<file path="config.mk">
export PLATFORM = sky130hd
export DESIGN_NAME = signmag_display_flat
export DESIGN_NICKNAME = d
export VERILOG_FILES = /design/src/rtl/signmag_display_pkg.sv /design/src/rtl/signmag_display_if.sv /design/src/rtl/signmag_display_seg7_decode.sv /design/src/rtl/signmag_display.sv /design/src/flat_wrapper.sv
export SDC_FILE = /design/constraint.sdc
export NUM_CORES = 1
export LEC_CHECK = 0
export BUFFER_PORTS_ARGS = -buffer_cell sky130_fd_sc_hd__buf_2
export CAP_MARGIN = 20
export CORE_ASPECT_RATIO = 2
export CORE_MARGIN = 5
export CORE_UTILIZATION = 40
export DETAILED_ROUTE_END_ITERATION = 12
export GPL_TIMING_DRIVEN = 0
export PLACE_DENSITY_LB_ADDON = 0.08
export SLEW_MARGIN = 10
export SYNTH_ARGS = -nofsm -noshare
export SYNTH_HDL_FRONTEND = slang
export SYNTH_SLANG_ARGS = --single-unit
</file>
<file path="constraint.sdc">
create_clock -name clk -period 5.7 [get_ports clk]
set_input_delay 0.855 -clock clk [delete_from_list [all_inputs] [get_ports clk]]
set_output_delay 0.855 -clock clk [all_outputs]
set_load 0.05 [all_outputs]
</file>
<file path="src/rtl/signmag_display_pkg.sv">
// Shared constants for the sign-magnitude 7-segment display block.
package signmag_display_pkg;

    // Shift-add-3 iterations needed for an 8-bit magnitude.
    localparam int ITERS = 8;

    // Active-low segment patterns, bit order {g,f,e,d,c,b,a}.
    localparam logic [6:0] SEG_BLANK = 7'b1111111;
    localparam logic [6:0] SEG_MINUS = 7'b0111111;
    localparam logic [0:9][6:0] SEG_DIGIT = '{
        7'b1000000,  // 0
        7'b1111001,  // 1
        7'b0100100,  // 2
        7'b0110000,  // 3
        7'b0011001,  // 4
        7'b0010010,  // 5
        7'b0000010,  // 6
        7'b1111000,  // 7
        7'b0000000,  // 8
        7'b0010000   // 9
    };

    typedef enum logic [1:0] {
        IDLE   = 2'd0,
        CONV   = 2'd1,
        COMMIT = 2'd2
    } state_t;

endpackage

</file>
<file path="src/rtl/signmag_display_if.sv">
// Load/status/display bundle between the producer and the display block.
interface signmag_display_if;
    logic       load;
    logic [8:0] value;
    logic       busy;
    logic       done;
    logic [6:0] seg;
    logic [3:0] an;

    modport master (output load, value, input busy, done, seg, an);
    modport slave  (input load, value, output busy, done, seg, an);
endinterface

</file>
<file path="src/rtl/signmag_display_seg7_decode.sv">
// Digit-to-segment lookup; minus wins over blank, values above 9 show blank.
module seg7_decode
    import signmag_display_pkg::*;
(
    input  logic [3:0] digit,
    input  logic       blank,
    input  logic       minus,
    output logic [6:0] seg
);

    // Pick the pattern for the currently selected scan slot.
    always_comb begin
        seg = SEG_BLANK;
        if (minus)
            seg = SEG_MINUS;
        else if (!blank && digit <= 4'd9)
            seg = SEG_DIGIT[digit];
    end

endmodule

</file>
<file path="src/rtl/signmag_display.sv">
// Sign-magnitude to 4-digit multiplexed 7-segment display with
// double-dabble conversion and a free-running digit scan.
module signmag_display
    import signmag_display_pkg::*;
#(
    parameter int SCAN_DIV = 50000
) (
    input  logic                clk,
    input  logic                rst_n,
    signmag_display_if.slave    bus
);

    localparam logic [15:0] DIV_M1 = 16'(SCAN_DIV - 1);

    // Conversion state
    state_t      state;
    logic [2:0]  iter;
    logic        sign_q;
    logic        mag_nz_q;
    logic [7:0]  bin_q;
    logic [11:0] bcd_q;
    logic [7:0]  bin_nxt;
    logic [11:0] bcd_nxt;
    logic [11:0] bcd_adj;
    logic        busy_q;
    logic        done_q;

    // Committed display contents
    logic        disp_neg;
    logic        disp_hblank;
    logic        disp_tblank;
    logic [3:0]  disp_h;
    logic [3:0]  disp_t;
    logic [3:0]  disp_o;

    // Scan state
    logic [15:0] cnt;
    logic [1:0]  idx;
    logic [1:0]  idx_nxt;
    logic        wrap;
    logic [3:0]  an_q;
    logic [6:0]  seg_q;
    logic [3:0]  dec_digit;
    logic        dec_blank;
    logic        dec_minus;
    logic [6:0]  dec_seg;

    // One double-dabble step: add 3 to any BCD digit >= 5, then shift left.
    always_comb begin
        bcd_adj = bcd_q;
        for (int d = 0; d < 3; d++) begin
            if (bcd_adj[d*4 +: 4] >= 4'd5)
                bcd_adj[d*4 +: 4] = bcd_adj[d*4 +: 4] + 4'd3;
        end
        {bcd_nxt, bin_nxt} = {bcd_adj, bin_q} << 1;
    end

    // Conversion FSM; display registers only change on leaving COMMIT.
    always_ff @(posedge clk) begin
        if (!rst_n) begin
            state       <= IDLE;
            iter        <= '0;
            sign_q      <= 1'b0;
            mag_nz_q    <= 1'b0;
            bin_q       <= '0;
            bcd_q       <= '0;
            busy_q      <= 1'b0;
            done_q      <= 1'b0;
            disp_neg    <= 1'b0;
            disp_hblank <= 1'b1;
            disp_tblank <= 1'b1;
            disp_h      <= '0;
            disp_t      <= '0;
            disp_o      <= '0;
        end else begin
            done_q <= 1'b0;
            unique case (state)
                IDLE: begin
                    if (bus.load) begin
                        state    <= CONV;
                        busy_q   <= 1'b1;
                        sign_q   <= bus.value[8];
                        mag_nz_q <= |bus.value[7:0];
                        bin_q    <= bus.value[7:0];
                        bcd_q    <= '0;
                        iter     <= '0;
                    end
                end
                CONV: begin
                    bin_q <= bin_nxt;
                    bcd_q <= bcd_nxt;
                    iter  <= iter + 3'd1;
                    if (iter == 3'(ITERS - 1))
                        state <= COMMIT;
                end
                COMMIT: begin
                    state       <= IDLE;
                    busy_q      <= 1'b0;
                    done_q      <= 1'b1;
                    // Negative zero shows as plain 0.
                    disp_neg    <= sign_q & mag_nz_q;
                    disp_h      <= bcd_q[11:8];
                    disp_t      <= bcd_q[7:4];
                    disp_o      <= bcd_q[3:0];
                    disp_hblank <= (bcd_q[11:8] == 4'd0);
                    disp_tblank <= (bcd_q[11:8] == 4'd0) && (bcd_q[7:4] == 4'd0);
                end
                default: state <= IDLE;
            endcase
        end
    end

    assign wrap    = (cnt == DIV_M1);
    assign idx_nxt = wrap ? idx + 2'd1 : idx;

    // Route the slot that will be active after this edge into the decoder,
    // so an and seg are registered together.
    always_comb begin
        dec_digit = 4'd0;
        dec_blank = 1'b1;
        dec_minus = 1'b0;
        unique case (idx_nxt)
            2'd0: begin dec_digit = disp_o; dec_blank = 1'b0;        end
            2'd1: begin dec_digit = disp_t; dec_blank = disp_tblank; end
            2'd2: begin dec_digit = disp_h; dec_blank = disp_hblank; end
            2'd3: begin dec_blank = ~disp_neg; dec_minus = disp_neg; end
            default: ;
        endcase
    end

    seg7_decode u_dec (
        .digit (dec_digit),
        .blank (dec_blank),
        .minus (dec_minus),
        .seg   (dec_seg)
    );

    // Free-running prescaler and digit scan, independent of the FSM.
    always_ff @(posedge clk) begin
        if (!rst_n) begin
            cnt   <= '0;
            idx   <= '0;
            an_q  <= 4'b1110;
            seg_q <= SEG_DIGIT[0];
        end else begin
            cnt   <= wrap ? 16'd0 : cnt + 16'd1;
            idx   <= idx_nxt;
            an_q  <= ~(4'b0001 << idx_nxt);
            seg_q <= dec_seg;
        end
    end

    assign bus.busy = busy_q;
    assign bus.done = done_q;
    assign bus.an   = an_q;
    assign bus.seg  = seg_q;

endmodule

</file>
<file path="src/flat_wrapper.sv">
// flat-port wrapper written by rule: the top's interface ports become plain ports
module signmag_display_flat import signmag_display_pkg::*;
#(
    parameter int SCAN_DIV = 50000
)
  (clk, rst_n, bus_load, bus_value, bus_busy, bus_done, bus_seg, bus_an);
  signmag_display_if bus_i ();
  input  logic clk;
  input  logic rst_n;
  input wire logic [$bits(bus_i.load)-1:0] bus_load;
  input wire logic [$bits(bus_i.value)-1:0] bus_value;
  output wire logic [$bits(bus_i.busy)-1:0] bus_busy;
  output wire logic [$bits(bus_i.done)-1:0] bus_done;
  output wire logic [$bits(bus_i.seg)-1:0] bus_seg;
  output wire logic [$bits(bus_i.an)-1:0] bus_an;
  assign bus_i.load = bus_load;
  assign bus_i.value = bus_value;
  assign bus_busy = bus_i.busy;
  assign bus_done = bus_i.done;
  assign bus_seg = bus_i.seg;
  assign bus_an = bus_i.an;
  signmag_display #(.SCAN_DIV(SCAN_DIV)) u_core (.clk(clk), .rst_n(rst_n), .bus(bus_i));
endmodule
</file>
==> reports/qor.yml, run 1 <==
netlist.area_leader.share_pct: 42.0
seqCellArea_um2: 1460
hp-class: "register to register"
post_cts_buffers: 0
post-route-util_pct: 47.0
die_area_um2: 10800
cts_sinks: 73
ys_async_sr_fraction_pct: 0
nNetsFinal: 470
combPwrFrac_pct: 4.2
max_slew_margin_pct: 50.5
setup.worst_path.end_class: "register"
worst_pin_slew_ps: 737
rsz0062_at_grt: "no"
ff2ff_setup_slack_ps: 1630
synthFlopType: "dfxtp_1"
slew_violations: 0
gr-usage-all-layers_pct: 16.6
p_per_area_nw_per_um2: 294
clk_latency_ps: 340
die_w_um: 75.9
first_iter_violations: 120
coreArea_um2: 8590
clock_power_share_pct: 51.4
post-route-cell-area_um2: 4040
p_leak_uw: 0.00152
yosysWarnings: 0
grt_pass1_wl_um: 14200
criticalPathCategory: "register to register"
vias_per_cell: 5.33
ant_nets: 0
die_h_um: 142
dr.pass1.iters: 4
ctsRootBufferMaster: "clkbuf_16"
min_period_ps: 4070
initial_core_util_pct: 40.5
postSynthAreaPerCell_um2: 8.53
timing.fmax_mhz: 246
post_drt_wl_per_cell_um: 15.8
antenna_found_initial: 0
synth_cells: 408
cp.arrival_ps: 4260
grt.overflow.total: 0
finalHoldViolCount: 0
h-tree-depth: 3
vias: 2916
syn_nets: 436
cp.required_ps: 5890
cts_hold_buf: 0
cp_slowest_cell: "nor4_4"
cap_violations: 0
irDropWorstVdd_uv: 169
diodes: 0
netlist_top_cells_area: "dfxtp_1 42%, nand2_1 6.4%, ha_1 5.8%"
dpl_cell_area_um2: 3720
row_count: 48
cp_max_fo: 10
fin_crit_sh_pct: 71.4
cts_repair_resize_count: 0
synth_edf_count: 0
setup_viol: 0
cts_made_buffers: 9
synth_area_um2: 3480
setup_tns_ps: 0
critPathMaxStageDelay_ps: 780
routabilityCongestion: 0.788
synth_cell_types: 52
status: "finished, final reports clean"
crit_chain: "ha_1 -> nand3_1 -> nor4_4 -> xnor2_1 -> o221a_2 -> o21ai_0 -> ha_1 -> nor2_1 -> a2111oi_1 -> o22a_2 -> o221ai_1"
drive_gt1_share_pct: 11.0
fillers: 902
p_sw_uw: 257
skew_ps: 7.90
clk_pin_slew_ps: 60
first_global_vias: 2889
io_pins: 25
totalWireLength_um: 8660
yosysSeqAreaShare_pct: 42.0
cts_tree: "built"
switching_share_pct: 21.7
drc: 0
yosys_register_bits: 73
synth.largest_area_cell: "dfxtp_1"
critPathLaunchType: "register"
grt_start_max_net_pins: 13
io_buffers: 23
multi_input_area_um2: 1890
clockBufferDepth: 2
power.internal_uw: 930
area_growth_pct: 16.2
seq_power_share_pct: 44.3
dpl.hpwl_um: 6610
crit_top_cell: "ha_1"
-- logic make-up (layout without fill, tap and decap cells) --
| logic type | Yosys count | in the layout | share of synthesized area, % |
|---|---|---|---|
| adder cells (fa/ha/maj) | 17 | 17 | 6.04 |
| AND/OR/NAND/NOR | 176 | 176 | 24.0 |
| flip-flops | 73 | 73 | 42.0 |
| buffers and inverters | 34 | 73 | 3.70 |
| AO/OA/AOI/OAI | 77 | 77 | 15.5 |
| multiplexers | 10 | 10 | 2.91 |
| XOR/XNOR | 21 | 21 | 5.83 |
-- area by class of cell --
cell class                      count  area share [%]
Multi-Input combinational cell    301            46.7
Clock inverter                      5            1.95
Tap cell                          100            3.10
Timing Repair Buffer               23            2.85
Sequential cell                    73            36.2
Clock buffer                       11            6.01
Inverter                           13            1.21
Buffer                             21            1.98
-- path summary, 6_finish.rpt --
path,depth (start not counted),to,from
worst min register to register,2,u_core.disp_t[3]$_SDFFE_PN0P_,u_core.disp_t[3]$_SDFFE_PN0P_
worst max register to register,11,u_core.bus.seg[4]$_SDFF_PN0_,u_core.cnt[0]$_SDFF_PP0_
worst min-delay path,2,u_core.disp_t[3]$_SDFFE_PN0P_,u_core.disp_t[3]$_SDFFE_PN0P_
worst max-delay path,11,u_core.bus.seg[4]$_SDFF_PN0_,u_core.cnt[0]$_SDFF_PP0_
-- cell usage in the layout (no fill, tap or decap), types with 7 or more instances in the layout --
master and instances:
a22oi_1 9, nand2_1 59, dfxtp_1 73, nand2b_1 7, xor2_1 11, o21ai_0 12, buf_2 24, clkbuf_16 9
xnor2_1 9, a21oi_1 27, nor3_1 7, ha_1 16, inv_1 12, nand3_1 21, mux2i_1 9, clkbuf_1 21
nor2_1 51, a311oi_1 7
-- critical path: cells and delay by family (launching register included) --
kind                     cells  cell delay (ps)
AO/OA/AOI/OAI                5             1680
AND/OR/NAND/NOR              3             1140
adder cells (fa/ha/maj)      2              470
flip-flops                   1              370
XOR/XNOR                     1              270
-- layer usage --
metal / global-route usage, % / share of wire, % / vias to the layer above
li1: - / - / 1494
met1: 16.1 / 37 / 1363
met2: 32.7 / 57 / 42
met3: 3.24 / 2.6 / 17
met4: 7.69 / 2.8 / 0
met5: 0 / 0 / -
-- synthesized netlist by cell type, types with 2 or more instances --
library cell,count
o211ai_1,2
nor3_1,7
xnor2_1,9
nand2b_1,7
o41ai_1,2
a21oi_1,27
nand2_1,59
mux2i_1,9
clkbuf_1,20
nand3b_1,6
nor4_1,2
a22oi_1,9
nand3_1,21
dfxtp_1,73
and3_1,4
xor2_1,11
a211oi_1,2
a311oi_1,7
nor2_1,51
nand4_1,3
inv_1,12
ha_1,16
o21ai_0,12
o22ai_1,4
nor2b_1,6
-- power by group through the flow --
| stage | sequential [uW] | combinational, uW | clock, uW |
|---|---|---|---|
| after floorplan | 538 | 31.4 | 0 |
| after CTS | 526 | 51.2 | 624 |
| after detailed placement | 538 | 50.8 | 0 |
| after global placement | 537 | 50.1 | 0 |
| after global routing | 527 | 56.2 | 652 |
| final | 527 | 50.2 | 611 |
-- state kept, by name (all words and copies together), names as in the netlist, 2 cells and up --
| register | cells |
|---|---|
| u_core.cnt | 16 |
| u_core.bcd_q | 12 |
| u_core.idx | 2 |
| u_core.iter | 3 |
| u_core.bin_q | 8 |
| u_core.bus.seg | 7 |
| u_core.disp_o | 4 |
| u_core.bus.an | 4 |
| u_core.state | 2 |
| u_core.disp_t | 4 |
| u_core.disp_h | 4 |
-- through the flow --
step           worst slack, ps  instances  hold slack [ps]  power (uW)
3_5_place_dp              1600        531              447         589
6_report                  1630        547              449        1190
5_1_grt                   1310        547              479        1240
3_3_place_gp              1660        531              442         588
2_1_floorplan             2240        408              418         569
4_1_cts                   1560        547              455        1200
Power figures use the tool's default switching activity.
==> run 2, diff against run 1 <==
- clock period: 5.7 -> 3.9 ns (I/O delays scaled with it)
==> reports/qor.yml, run 2 (synthesis gave the netlist of run 1 again) <==
grt_pass1_wl_um: 14400  # +1.1%
row_count: 48  # unchanged
whs_ps: 449  # +0.161 ps
setup.worst_path.end_class: "register"
fillers: 904  # +0.22%
setup_viol: 0  # unchanged
grt_start_max_net_pins: 13  # unchanged
finalHoldViolCount: 0  # unchanged
clk_pin_slew_ps: 60  # about the same
post_drt_wl_per_cell_um: 16.0  # +0.97%
path_buf_inv: 2  # +2
h-tree-depth: 3  # unchanged
hold_path_end: "u_core.disp_t[3]$_SDFFE_PN0P_"
irDropWorstVdd_uv: 248  # +46%
post-route-cell-area_um2: 4070  # +0.81%
min_path_cells: 2  # unchanged
layout_common_cells: "73 x dfxtp_1, 59 x nand2_1, 51 x nor2_1, 27 x a21oi_1, 24 x buf_2"
reg.largest.list: "u_core.cnt x16, u_core.bcd_q x12, u_core.bin_q x8"
cp.required_ps: 4090  # -1800 ps
critPathMaxStageDelay_ps: 620  # -160 ps
clk_latency_ps: 340  # about the same
ff2ff_setup_slack_ps: 230  # -1400 ps
cts_tree: "built"
multi_input_area_um2: 1900  # +0.53%
gr-usage-all-layers_pct: 16.8  # +0.21 points
cap_violations: 0  # unchanged
dpl_cell_area_um2: 3720  # unchanged
fin_crit_sh_pct: 94.2  # +23 points
power_uw: 1740  # +46%
antenna_found_initial: 0  # unchanged
p_leak_uw: 0.00154  # +1.2%
r2r_start: "u_core.cnt[8]$_SDFF_PP0_"
grt.overflow.total: 0  # unchanged
cp_slowest_cell: "or4bb_1"
die_area_um2: 10800  # unchanged
cts_sinks: 73  # unchanged
cp.arrival_ps: 3870  # -390 ps
cpLargestDelayFamily: "compound AO/OA/AOI/OAI gates"
dr.pass1.iters: 4  # unchanged
rsz0062_at_grt: "no"
dpl.hpwl_um: 6610  # unchanged
crit_chain: "or4bb_1 -> or4_1 -> buf_2 -> xnor2_4 -> a311o_1 -> inv_1 -> ha_1 -> nor2_1 -> a2111oi_2 -> o22a_2 -> o221ai_1"
largest_reg_flops: 16  # unchanged
final_common_cell: "dfxtp_1"
critPathLaunchType: "register"
area_growth_pct: 17.1
vias: 2919  # +0.10%
first_global_vias: 2899  # +0.35%
nNetsFinal: 473  # +0.64%
io_buffers: 23  # unchanged
ctsRootBufferMaster: "clkbuf_16"
reg2reg_depth: 11  # unchanged
totalWireLength_um: 8790  # +1.5%
drc: 0  # unchanged
timing.fmax_mhz: 272  # +11%
status: "finished, final reports clean"
dp.cells: 531  # unchanged
r2r_end: "u_core.bus.seg[4]$_SDFF_PN0_"
max_slew_margin_pct: 56.3  # +5.8 points
skew_ps: 7.49  # -0.414 ps
first_iter_violations: 161  # +34%
die_h_um: 142  # unchanged
cts_hold_buf: 0  # unchanged
drive_gt1_share_pct: 12.0  # +1.0 points
clockBufferDepth: 2  # unchanged
initial_core_util_pct: 40.5  # unchanged
worst_pin_slew_ps: 649  # -88.1 ps
coreArea_um2: 8590  # unchanged
hp-class: "register to register"
min_period_ps: 3670  # -396 ps
ant_nets: 0  # unchanged
cts_made_buffers: 9  # unchanged
criticalPathCategory: "register to register"
final_cells: 550  # +0.55%
p_per_area_nw_per_um2: 427  # +45%
cp_max_fo: 7  # -3
seqCellArea_um2: 1460  # unchanged
diodes: 0  # unchanged
top_register: "u_core.cnt"
vias_per_cell: 5.31  # -0.44%
io_pins: 25  # unchanged
routabilityCongestion: 0.788  # unchanged
die_w_um: 75.9  # unchanged
slew_violations: 0  # unchanged
hold_start: "u_core.disp_t[3]$_SDFFE_PN0P_"
==> run 2: cell type report <==
cell class	count	area share, %
Multi-Input combinational cell	301	46.6
Buffer	21	1.97
Clock buffer	11	5.96
Timing Repair Buffer	26	3.38
Clock inverter	5	1.94
Tap cell	100	3.07
Sequential cell	73	35.9
Inverter	13	1.20
==> run 2: stage by stage <==
step / utilization (%) / TNS [ps] / setup slack (ps)
6_report: 47.4 / 0 / 226
5_1_grt: 47.4 / 0 / 26.7
4_1_cts: 47.3 / 0 / 113
3_5_place_dp: 43.3 / -1100 / -205
3_3_place_gp: 43.3 / -631 / -138
2_1_floorplan: - / 0 / 444
==> run 2: where the power goes <==
part           switching, uW  leakage (uW)  total, uW  internal [uW]
Clock                    318      0.000159        894            576
Combinational           50.1      0.000788       73.6           23.5
Sequential              9.65      0.000592        770            760
Total                    377       0.00154       1740           1360
==> run 2: routing by layer <==
| layer | GRT usage, % | part of all wire [%] | up-vias |
|---|---|---|---|
| li1 | - | - | 1498 |
| met1 | 16.2 | 37 | 1366 |
| met2 | 33.3 | 58 | 40 |
| met3 | 3.24 | 2.4 | 15 |
| met4 | 7.69 | 2.7 | 0 |
| met5 | 0 | 0 | - |
==> run 2: timing repair <==
| item | CTS | global route |
|---|---|---|
| buffers inserted | 3 | 0 |
| pin swaps | 1 | 0 |
| endpoints found under the hold margin | 0 | 0 |
| gates resized for setup | 0 | 2 |
| endpoints found under the setup margin | 7 | 7 |
==> run 2: worst max-delay path by stage <==
stage,start,end,cells past startpoint
final,u_core.cnt[8]$_SDFF_PP0_,u_core.bus.seg[4]$_SDFF_PN0_,11
after global placement,u_core.cnt[0]$_SDFF_PP0_,u_core.bus.seg[4]$_SDFF_PN0_,11
after floorplan,u_core.cnt[11]$_SDFF_PP0_,u_core.bus.seg[4]$_SDFF_PN0_,10
after CTS,u_core.cnt[0]$_SDFF_PP0_,u_core.bus.seg[4]$_SDFF_PN0_,12
after detailed placement,u_core.cnt[0]$_SDFF_PP0_,u_core.bus.seg[4]$_SDFF_PN0_,11
after global routing,u_core.cnt[8]$_SDFF_PP0_,u_core.bus.seg[4]$_SDFF_PN0_,11
==> run 2: worst min-delay path, stage by stage, from the launching register on <==
cell     delay, ps
dfxtp_1        300
nand2_1         50
a21oi_1         50
==> run 3, diff against run 2 <==
- ABC_AREA: default -> 1
==> reports/qor.yml, run 3 <==
netlist.area_leader.share_pct: 40.9  # -1.1 points
p_leak_uw: 0.00173  # +12%
skew_ps: 9.71  # +2.22 ps
min_period_ps: 2570  # -1100 ps
max_slew_margin_pct: 61.3  # +5.0 points
coreArea_um2: 8710  # +1.4%
vias_per_cell: 4.99  # -6.0%
io_pins: 25  # unchanged
timing.fmax_mhz: 389  # +43%
area_growth_pct: 15.4
yosysWarnings: 0  # unchanged
synth_cell_types: 37  # -29%
yosysMostFrequentCell: "nand2_1"
synth_edf_count: 0  # unchanged
setup_viol: 0  # unchanged
place_ws_ps: 1300  # +1500 ps
totalWireLength_um: 8360  # -4.9%
ys_async_sr_fraction_pct: 0  # unchanged
first_global_vias: 2981  # +2.8%
grt_pass1_wl_um: 14000  # -2.6%
clk_pin_slew_ps: 60  # about the same
ant_nets: 0  # unchanged
irDropWorstVdd_uv: 245  # -1.3%
critPathLaunch: "u_core.cnt[0]$_SDFF_PP0_"
diodes: 0  # unchanged
clock_power_share_pct: 48.7  # -2.8 points
postSynthAreaPerCell_um2: 7.67  # -10%
top_register: "u_core.cnt"
synth_area_um2: 3580  # +2.8%
final_common_cell: "nand2_1"
layout_common_cells: "87 x nand2_1, 73 x dfxtp_1, 48 x inv_1, 47 x nor2_1, 41 x a21oi_1"
die_area_um2: 11000  # +2.5%
reg.largest.list: "u_core.cnt x16, u_core.bcd_q x12, u_core.bin_q x8"
routabilityCongestion: 0.813  # +3.2%
yosys-top-cells-count: "87 x nand2_1, 73 x dfxtp_1, 48 x inv_1, 47 x nor2_1, 41 x a21oi_1"
fin_crit_sh_pct: 65.9  # -28 points
setup.worst_path.end_class: "register"
cap_violations: 0  # unchanged
cts_sinks: 73  # unchanged
p_sw_uw: 395  # +4.6%
post_cts_buffers: 0  # -3
multi_input_area_um2: 1860  # -2.2%
first_iter_violations: 86  # -47%
seqCellArea_um2: 1460  # unchanged
criticalPathCategory: "register to register"
post-route-util_pct: 47.4  # -0.051 points
slew_violations: 0  # unchanged
synth_cells: 466  # +14%
seq_power_share_pct: 45.7  # +1.4 points
yosys_register_bits: 73  # unchanged
initial_core_util_pct: 41.1  # +0.56 points
gr-usage-all-layers_pct: 16.1  # -0.72 points
clockBufferDepth: 2  # unchanged
cts_made_buffers: 9  # unchanged
vias: 3023  # +3.6%
status: "finished, final reports clean"
critPathLaunchType: "register"
ctsRootBufferMaster: "clkbuf_16"
cts_repair_resize_count: 0  # unchanged
worst_pin_slew_ps: 580  # -68.9 ps
cp.arrival_ps: 2770  # -1100 ps
clk_latency_ps: 330  # about the same
yosysSeqAreaShare_pct: 40.9  # -1.1 points
largest_reg_flops: 16  # unchanged
cp.required_ps: 4100  # about the same
setup_ws_ps: 1330  # +1100 ps
drc: 0  # unchanged
dr.pass1.iters: 6  # +2
row_count: 48  # unchanged
h-tree-depth: 3  # unchanged
crit_chain: "ha_1 -> nand3_2 -> nor2_4 -> nand3_1 -> nand2_4 -> nor2_4 -> nand2_1 -> nand3_1 -> inv_1 -> ha_1 -> inv_1 -> nand2_1 -> nand4_1 -> nand2_2 -> nand3_4 -> nor2_1 -> nor2_1"
syn_nets: 494  # +13%
cts_tree: "built"
post_drt_wl_per_cell_um: 13.8  # -14%
p_per_area_nw_per_um2: 413  # -3.3%
switching_share_pct: 23.2  # +1.5 points
finalHoldViolCount: 0  # unchanged
grt_start_max_net_pins: 14  # +1
cts_hold_buf: 0  # unchanged
die_w_um: 76.9  # +1.2%
combPwrFrac_pct: 5.6  # +1.4 points
nNetsFinal: 529  # +12%
antenna_found_initial: 0  # unchanged
rsz0062_at_grt: "no"
netlist_top_cells_area: "dfxtp_1 41%, nand2_1 9.1%, a21oi_1 5.7%"
cp_max_fo: 6  # -1
synthFlopType: "dfxtp_1"
setup_tns_ps: 0  # unchanged
die_h_um: 144  # +1.3%
r2r_start: "u_core.cnt[0]$_SDFF_PP0_"
power.internal_uw: 1310  # -3.9%
grt.overflow.total: 0  # unchanged
hp-class: "register to register"
hold_start: "u_core.cnt[0]$_SDFF_PP0_"
dpl.hpwl_um: 6670  # +0.86%
fillers: 882  # -2.4%
synth.largest_area_cell: "dfxtp_1"
critPathMaxStageDelay_ps: 350  # -270 ps
io_buffers: 24  # +4.3%
cp_slowest_cell: "dfxtp_1"
drive_gt1_share_pct: 17.8  # +5.8 points
==> run 3: changes by cell type in the layout (fill, tap and decap cells not counted), sizes merged, moves of 7 or more <==
| cell | previous run | this run |
|---|---|---|
| nand2b | 7 | 0 |
| a311oi | 8 | 0 |
| xnor2 | 10 | 0 |
| inv | 12 | 53 |
| nand2 | 59 | 100 |
| nor2 | 51 | 62 |
| o21ai | 12 | 37 |
| xor2 | 11 | 4 |
| a31oi | 1 | 8 |
| clkbuf | 31 | 19 |
| a21oi | 27 | 41 |
| nand3 | 21 | 33 |
| mux2i | 9 | 0 |
==> run 3: layout make-up <==
class                   count  area share, %
plain buffers              13           1.43
multi-input cells         327           45.0
clock inverters             6           1.58
flip-flops and latches     73           35.4
clock buffers              10           5.79
repair buffers             24           2.91
well taps                 100           3.03
inverters                  53           4.82
==> run 3: path summary, 6_finish.rpt <==
check                            endpoint  slack (ps)  depth (start not counted)
max          u_core.bus.seg[0]$_SDFF_PN0_        1330                         17
min              u_core.cnt[0]$_SDFF_PP0_         450                          1
max reg2reg  u_core.bus.seg[0]$_SDFF_PN0_        1330                         17
min reg2reg      u_core.cnt[0]$_SDFF_PP0_         450                          1
==> run 3: per-layer routing <==
metal | GRT usage, % | up-vias | wire length [um]
met3 | 3.14 | 9 | 165
met1 | 14.4 | 1406 | 2990
li1 | - | 1584 | -
met5 | 0 | - | 0
met4 | 7.19 | 0 | 186
met2 | 33.3 | 24 | 5020
==> run 3: critical path, delay by kind of cell, from the launching register on <==
kind	cells	cell delay, ps
simple gates	13	1480
fa+ha+maj	2	380
flops	1	350
buf+inv	2	210
==> run 3: stage by stage <==
step                      total power (uW)  hold slack [ps]  instances  instance area, um^2
after floorplan                        854              418        466                 3580
after global placement                 888              430        590                 3820
after detailed placement               891              445        590                 3820
after CTS                             1730              454        606                 4130
after global routing                  1770              478        606                 4130
final                                 1700              454        606                 4130
==> run 3: kinds of logic (layout without fill, tap and decap cells) <==
kind of cell / count (synthesis) / count (layout) / synth area share [%]
compound gates: 95 / 95 / 14.4
flops: 73 / 73 / 40.9
buf+inv: 66 / 106 / 7.21
simple gates: 212 / 212 / 30.9
xor+xnor: 4 / 4 / 0.980
fa+ha+maj: 16 / 16 / 5.60
==> run 3: power by group through the flow <==
stage | registers, uW | logic, uW | clock network (uW)
2_1_floorplan | 794 | 60.0 | 0
3_3_place_gp | 793 | 95.6 | 0
3_5_place_dp | 793 | 97.7 | 0
4_1_cts | 777 | 98.0 | 853
5_1_grt | 779 | 108 | 881
6_report | 777 | 95.2 | 830
